File: src/rtl/mpy_pkg.sv
// Shared types for the sequential signed multiplier family.
package mpy_pkg;

  typedef enum logic [1:0] {IDLE, RUN, DONE} mpy_state_t;

endpackage

File: src/rtl/mpy_addsub_s.sv
// Combinational W-bit adder/subtractor: y = sub ? p - q : p + q (modulo 2^W).
module mpy_addsub_s #(
  parameter int W = 16
) (
  input  logic [W-1:0] p,
  input  logic [W-1:0] q,
  input  logic         sub,
  output logic [W-1:0] y
);

  assign y = sub ? (p - q) : (p + q);

endmodule

File: src/rtl/mpy_seq_s.sv
// Sequential signed shift-and-add multiplier, one multiplier bit per clock,
// with valid/ready handshakes on operand and result sides.
module mpy_seq_s
  import mpy_pkg::*;
#(
  parameter  int WA = 8,
  parameter  int WB = 8,
  localparam int WY = WA + WB
) (
  input  logic          clk,
  input  logic          rst_n,
  input  logic          in_valid,
  output logic          in_ready,
  input  logic [WA-1:0] a,
  input  logic [WB-1:0] b,
  output logic          out_valid,
  input  logic          out_ready,
  output logic [WY-1:0] y,
  output logic          busy
);

  localparam int CW = (WB > 1) ? $clog2(WB) : 1;

  mpy_state_t    state_reg;
  logic [CW-1:0] count_reg;
  logic [WY-1:0] mcand_reg;
  logic [WB-1:0] mplr_reg;
  logic [WY-1:0] acc_reg;
  logic [WY-1:0] acc_next;
  logic [WY-1:0] addend;
  logic          out_valid_reg;
  logic          busy_reg;
  logic          last_bit;
  logic          load;

  // The final multiplier bit is the sign bit, so its partial product is subtracted.
  assign last_bit = (count_reg == CW'(WB - 1));
  assign addend   = mplr_reg[0] ? mcand_reg : '0;

  mpy_addsub_s #(.W(WY)) u_addsub (
    .p   (acc_reg),
    .q   (addend),
    .sub (last_bit),
    .y   (acc_next)
  );

  // DONE with out_ready lets a new operand pair in without an IDLE bubble.
  assign in_ready = (state_reg == IDLE) | ((state_reg == DONE) & out_ready);
  assign load     = in_valid & in_ready;

  always_ff @(posedge clk or negedge rst_n) begin
    if (!rst_n) begin
      state_reg     <= IDLE;
      count_reg     <= '0;
      mcand_reg     <= '0;
      mplr_reg      <= '0;
      acc_reg       <= '0;
      out_valid_reg <= 1'b0;
      busy_reg      <= 1'b0;
    end else if (load) begin
      state_reg     <= RUN;
      count_reg     <= '0;
      mcand_reg     <= {{WB{a[WA-1]}}, a};
      mplr_reg      <= b;
      acc_reg       <= '0;
      out_valid_reg <= 1'b0;
      busy_reg      <= 1'b1;
    end else begin
      case (state_reg)
        RUN: begin
          acc_reg   <= acc_next;
          mcand_reg <= mcand_reg << 1;
          mplr_reg  <= mplr_reg >> 1;
          count_reg <= count_reg + 1'b1;
          if (last_bit) begin
            state_reg     <= DONE;
            busy_reg      <= 1'b0;
            out_valid_reg <= 1'b1;
          end
        end
        DONE: begin
          if (out_ready) begin
            state_reg     <= IDLE;
            out_valid_reg <= 1'b0;
          end
        end
        IDLE:    state_reg <= IDLE;
        default: state_reg <= IDLE;
      endcase
    end
  end

  assign y         = acc_reg;
  assign out_valid = out_valid_reg;
  assign busy      = busy_reg;

endmodule

File: config.mk
export PLATFORM = sky130hd
export DESIGN_NAME = mpy_seq_s
export DESIGN_NICKNAME = d
export VERILOG_FILES = /design/src/rtl/mpy_pkg.sv /design/src/rtl/mpy_addsub_s.sv /design/src/rtl/mpy_seq_s.sv
export SDC_FILE = /design/constraint.sdc
export NUM_CORES = 1
export LEC_CHECK = 0
export ABC_AREA = 1
export BUFFER_PORTS_ARGS = -buffer_cell sky130_fd_sc_hd__buf_4
export CAP_MARGIN = 20
export CORE_MARGIN = 2
export CORE_UTILIZATION = 55
export CTS_BUF_LIST = sky130_fd_sc_hd__clkbuf_8
export DETAILED_ROUTE_END_ITERATION = 12
export GPL_TIMING_DRIVEN = 0
export PLACE_DENSITY = 0.77
export REMOVE_ABC_BUFFERS = 1
export SYNTH_ARGS = -nofsm -noshare
export SYNTH_HDL_FRONTEND = slang
export SYNTH_HIERARCHICAL = 1
export SYNTH_SLANG_ARGS = --single-unit
export TNS_END_PERCENT = 30
File: constraint.sdc
create_clock -name clk -period 3.5 [get_ports clk]
set_input_delay 0.35 -clock clk [delete_from_list [all_inputs] [get_ports clk]]
set_output_delay 0.35 -clock clk [all_outputs]
set_load 0.01 [all_outputs]
=== After elaboration in Yosys (flattened, before gate mapping) ===
Index checks and enable logic that the tools add are counted.

* Register bits after elaboration: 47
* Logic and storage cells: 46
* Output and inout port bits: 19
* Input bits: 20

* $add $sub $neg: 3
* Equal/unequal tests: 5
* Reductions and logical operators: 7
* Bitwise gates (word level): 3
* Mux-type cells: 21

{| class="wikitable"
|+ Operator list
! operator !! number
|-
| 16-bit two-way mux || 6
|-
| 16-bit adder || 1
|-
| 8-bit two-way mux || 2
|-
| 16-bit subtractor || 1
|-
| 1-bit two-way mux || 6
|-
| 2-bit two-way mux || 3
|-
| 3-bit two-way mux || 2
|-
| 2-bit one-hot mux with 2 select lines || 1
|-
| 2-bit AND reduction || 2
|-
| 2-bit nonzero test || 2
|-
| 3-bit by 1-bit adder with 3-bit output, second input constant || 1
|-
| 3-bit == test, second input constant || 1
|-
| 3-bit by 2-bit inequality test with 1-bit output, second input constant || 1
|-
| 3-bit inequality test, second input constant || 1
|-
| 3-bit AND reduction || 1
|-
| 3-bit nonzero test || 1
|-
| 1-bit AND || 2
|-
| 2-bit by 1-bit == test with 1-bit output, second input constant || 1
|-
| 2-bit == test, second input constant || 1
|-
| 2-bit zero test || 1
|-
| 1-bit one-hot mux with 2 select lines || 1
|-
| 1-bit OR || 1
|}

=== Depth between registers and ports, before layout ===
* Depth in word-level cells: 6
* Mapped depth: 26
* Mapped depth without buffers: 25

=== Cells and area by module ===
Netlist, hierarchy kept.

{| class="wikitable"
|+ Modules (own cells, without submodules)
! module !! times used !! sequential area each (um^2) !! cells an instance !! area an instance (um^2)
|-
| mpy_seq_s || 1 || 1,176.1 || 315 || 2,318.5
|-
| mpy_addsub_s || 1 || 0.0 || 266 || 1,403.8
|}

=== Worst setup path before layout ===
No wires, ideal clock.

* Path type: flip-flop to flip-flop
* From: register count_reg[0]
* To: register acc_reg[13], in the netlist y[13]
* Clock period less this slack: 2.677 ns
* Path slack: 0.823 ns
* Arrival time: 2.564 ns
* Data required time: 3.387 ns
* Library setup time: 0.113 ns
* Path buffers: 2
* Stages on the path, launching flop included: 22
* Cells stage by stage: dfrtp_1 -> ha_1 -> ha_1 -> buf_2 -> inv_2 -> buf_2 -> o21ai_1 -> xor2_1 -> inv_1 -> ha_1 -> nand2_1 -> inv_2 -> a21oi_2 -> nor2_1 -> nor2_1 -> nand2_1 -> nand2_1 -> nand2_1 -> nand2_1 -> nand2_1 -> nand2_1 -> inv_1

* Longest elaborated chain between the ends: 4

{| class="wikitable"
|+ Ends and longest elaborated chain
! item !! line !! source
|-
| from (decl) || mpy_seq_s.sv:25 || <nowiki>logic [CW-1:0] count_reg;</nowiki>
|-
| from (signal assigned) || mpy_seq_s.sv:74 || <nowiki>count_reg <= count_reg + 1'b1;</nowiki>
|-
| 3-bit == test || mpy_seq_s.sv:37 || <nowiki>assign last_bit = (count_reg == CW'(WB - 1));</nowiki>
|-
| net last_bit || mpy_seq_s.sv:33 || <nowiki>logic last_bit;</nowiki>
|-
| 16-bit two-way mux || mpy_addsub_s.sv:11 || <nowiki>assign y = sub ? (p - q) : (p + q);</nowiki>
|-
| net acc_next[13] || mpy_seq_s.sv:29 || <nowiki>logic [WY-1:0] acc_next;</nowiki>
|-
| 16-bit two-way mux || mpy_seq_s.sv:69 || <nowiki>case (state_reg)</nowiki>
|-
| 16-bit two-way mux || mpy_seq_s.sv:60 || <nowiki>end else if (load) begin</nowiki>
|-
| to (signal assigned) || mpy_seq_s.sv:71 || <nowiki>acc_reg <= acc_next;</nowiki>
|-
| to (decl) || mpy_seq_s.sv:28 || <nowiki>logic [WY-1:0] acc_reg;</nowiki>
|}

The timed path passes the listed nets, and every way through them passes these cells. The select of a mux whose other input is x is not followed.
A chain may end at the register's enable or synchronous reset.

=== Worst setup path in the final report ===
* From: register mplr_reg[0]
* To: register acc_reg[13], in the netlist y[13]

* Longest elaborated chain between the ends: 5
* Elaborated cells between the ends (all ways): 6
* Classes of those cells: add/sub (2); mux (4)

{| class="wikitable"
|+ Ends and longest elaborated chain
! item !! line !! source
|-
| from (decl) || mpy_seq_s.sv:27 || <nowiki>logic [WB-1:0] mplr_reg;</nowiki>
|-
| from (signal assigned) || mpy_seq_s.sv:73 || <nowiki>mplr_reg <= mplr_reg >> 1;</nowiki>
|-
| 16-bit two-way mux (*) || mpy_seq_s.sv:38 || <nowiki>assign addend = mplr_reg[0] ? mcand_reg : '0;</nowiki>
|-
| net addend[0] || mpy_seq_s.sv:30 || <nowiki>logic [WY-1:0] addend;</nowiki>
|-
| 16-bit adder or 16-bit subtractor (tied branches) || mpy_addsub_s.sv:11 ||
|-
| 16-bit two-way mux (*) || mpy_addsub_s.sv:11 ||
|-
| net acc_next[13] || mpy_seq_s.sv:29 ||
|-
| 16-bit two-way mux (*) || mpy_seq_s.sv:69 ||
|-
| 16-bit two-way mux (*) || mpy_seq_s.sv:60 ||
|}

Mark *: on every way through the listed nets, which the timed path passes. The rest lies on a longest branch. The select of a mux whose other input is x is not followed.

==> results.md <==
- Worst-path fanout max: 17
- Met1 WL: ~3.7 mm
- Top Metal Used: met4
- Boundary Pins: 39
- Critical Path, Cell by Cell: nand2_1 > inv_1 > inv_1 > ha_1 > nand2_1 > nor2_2 > inv_2 > o21ai_1 > xor2_1 > inv_1 > ha_1 > nand2_1 > inv_2 > a21oi_2 > nor2_1 > nor2_1 > nand2_1 > nand2_1 > nand2_1 > nand2_1 > nand2_1 > nand2_1 > inv_1
- First-pass GRT wire length: between 10 and 15 mm
- Starting Density: 0.576
- Sequential share of the synthesized area: 0.316
- Yosys top cell area share: 0.316
- Worst Hold Class: in2async
- Hold-fix buffers, CTS: 0
- Met2 routed WL: between 3 and 4 mm
- Routed len/inst: between 10 and 15 um
- Detail Route met3 WL: roughly 310 um
- Syn Std Cell Area: 3720 um^2
- CP delay by family, top: simple AND/OR/NAND/NOR gates
- Fmax: around 0.32 GHz
- Final setup fails: 0
- Post-synthesis compound-gate area fraction: 0.0645
- GRT Resource Usage Total: 0.230
- Htree depth: 2
- CP Buf/Inv Count: 6
- Top cells by area, synth: dfrtp_1 (32%), nand2_1 (27%), inv_1 (8.4%)
- Grt ovf: 0
- Diodes inserted: 0
- CTS sink count: between 40 and 50
- R2R depth: 23
- # DRC: 0
- Multi-input logic area: 2070 um^2
- Routed Antenna Nets: 0
- Unrepaired setup endpoints after global routing: no
- Mux contribution to synthesized area: 0
- Crit path kind: reg2reg
- Setup TNS: 0 ns
- DP HPWL: 5.67 mm
- Synth area leader: dfrtp_1
- Final Hold Fails: 0
- Levels on crit path: 23
- Cell mode on critical path: nand2_1
- Synth cell types: 34
- Die Area: ~7400 um^2
- Routed Wire Length: 7.80 mm
- Initial antenna violation count: 0
- Core box area: around 6500 um^2
- Simple-gate share of the synthesized area: 0.383
- Routability cong.: between 0.9 and 1
- Vias in the first global route: between 3000 and 4000
- Synth Register Bits: 47
- FF/Latch Area: 1180 um^2
- Site Rows: 29
- Cells after Synth: just under 600
- Slowest CP cell: dfrtp_2
- Total Nets Final: ~650
- MaxCap Viol Count: 0
- Clk buf depth: 2
- Die height: between 80 and 90 um
- Xor and xnor area share after synthesis: 0.0444
- P&R area growth vs syn: 9.28%
- CTS Buf Count: 5
- CP Launch Type: flop
- Most frequent cells in the layout: nand2_1 (263), inv_1 (84), dfrtp_1 (46), buf_4 (38)
- Iter 0 DRT Violations: between 150 and 200
- Chip width: between 80 and 90 um
- Clock Pin Slew Worst Setup and Hold Paths: 0.10 ns
- Setup slack, reg-to-reg: about 0.35 ns
- Routed vias: between 3000 and 4000
- Largest stage delay on the critical path: approximately 0.53 ns
- Max Transition Viols Final: 0
- Layout cells sized above 1: 0.128
- Required time worst endpoint: 3.71 ns
- Tmin final: about 3.1 ns
- YS warnings: 6
- Number of port buffers: 38
- Mean post-synth cell area: 6.41 um^2
- Fillers: around 620
- Vias per inst: ~5.0
- TritonCTS clock tree: yes
- Setup crit end kind: flop
- Final Skew: 0.00799 ns
- Initial DRT Pass Iterations: 5
- Period utilization: 0.899
- Skew-Pair Late Insertion Delay: slightly above 0.3 ns
- Pin count of the biggest net entering global routing: 48
- Commonest non-fill, non-tap cell in the layout: nand2_1
- CP Data Arrival Time: approximately 3.4 ns
- Critical R2R Capture: y[13]$_DFFE_PN0P_
- Slew headroom: 0.383
- Run status: complete, no violations
- CTS root buf: clkbuf_8
- Worst slew pin tran: 0.925 ns
- Adder-Cell Fraction of Synth Area: 0.0659
- Largest family of logic cells by synthesized area: simple AND/OR/NAND/NOR gates
- Worst flop-to-flop path startpoint: mplr_reg[0]$_DFFE_PN0P_
==> kinds of logic (layout without fill, tap and decap cells) <==
family / count (synthesis) / count (layout)
adders and majority gates: 19 / 19
DFF: 47 / 47
xor gates and xnor gates: 18 / 18
buffers and inverters: 109 / 138
and+or+nand+nor: 347 / 347
AOI/OAI and AO/OA: 41 / 41
==> worst register-to-register path, cell delays in order (launching register included) <==
cell and delay [ns]:
dfrtp_2 0.53, nand2_1 0.12, inv_1 0.08, inv_1 0.09, ha_1 0.17, nand2_1 0.12, nor2_2 0.20, inv_2 0.04
o21ai_1 0.15, xor2_1 0.16, inv_1 0.06, ha_1 0.33, nand2_1 0.15, inv_2 0.07, a21oi_2 0.20, nor2_1 0.07
nor2_1 0.12, nand2_1 0.06, nand2_1 0.05, nand2_1 0.05, nand2_1 0.06, nand2_1 0.06, nand2_1 0.05, inv_1 0.05
==> worst max-delay path by stage <==
stage / from / end
after floorplan: mplr_reg[0]$_DFFE_PN0P_ / y[13]$_DFFE_PN0P_
after global placement: mplr_reg[0]$_DFFE_PN0P_ / y[13]$_DFFE_PN0P_
after detailed placement: mplr_reg[0]$_DFFE_PN0P_ / y[13]$_DFFE_PN0P_
after CTS: mplr_reg[0]$_DFFE_PN0P_ / y[13]$_DFFE_PN0P_
after global routing: mplr_reg[0]$_DFFE_PN0P_ / y[13]$_DFFE_PN0P_
final: mplr_reg[0]$_DFFE_PN0P_ / y[13]$_DFFE_PN0P_
==> layout make-up <==
cell class              instances  share of cell area
multi-input cells             425               0.510
flip-flops and latches         47               0.289
inverters                      92              0.0849
repair buffers                 38              0.0701
well taps                      77              0.0237
clock buffers                   5              0.0169
clock inverters                 3             0.00492
==> metrics by stage <==
step / hold WS [ns] / area (um^2) / cells / util / setup slack [ns]
global placement: 0.399 / 3980 / 679 / 0.616 / 0.378
floorplan: 0.0544 / 3600 / 564 / - / 0.729
finish: 0.0409 / 4070 / 687 / 0.630 / 0.354
CTS: 0.0619 / 4070 / 687 / 0.630 / 0.263
global route: 0.0891 / 4070 / 687 / 0.630 / 0.0131
detailed placement: 0.405 / 3980 / 679 / 0.616 / 0.291
==> layer usage <==
| layer | vias up | GRT usage |
|---|---|---|
| li1 | 1818 | - |
| met1 | 1537 | 0.295 |
| met2 | 69 | 0.399 |
| met3 | 12 | 0.0390 |
| met4 | 0 | 0.0682 |
| met5 | - | 0 |
==> synth_stat cells, drive strengths merged <==
cell type	count
nand2	272
inv	92
dfrtp	47
nor2	36
nand3	31
ha	18
a21oi	17
buf	16
o21ai	14
xor2	14
a31oi	7
nand4	4
xnor2	4
nor3	2
o21bai	2
and3	1
clkbuf	1
fa	1
o21a	1
or2	1
==> what timing repair did <==
item | CTS | global route
resized for setup | 0 | 1
setup buffers | 0 | 0
endpoints found under the setup margin | 0 | 4
Power is left out: the tool's default activity adds up to more than one toggle a clock period on the data nets, which glitch-free logic cannot reach.
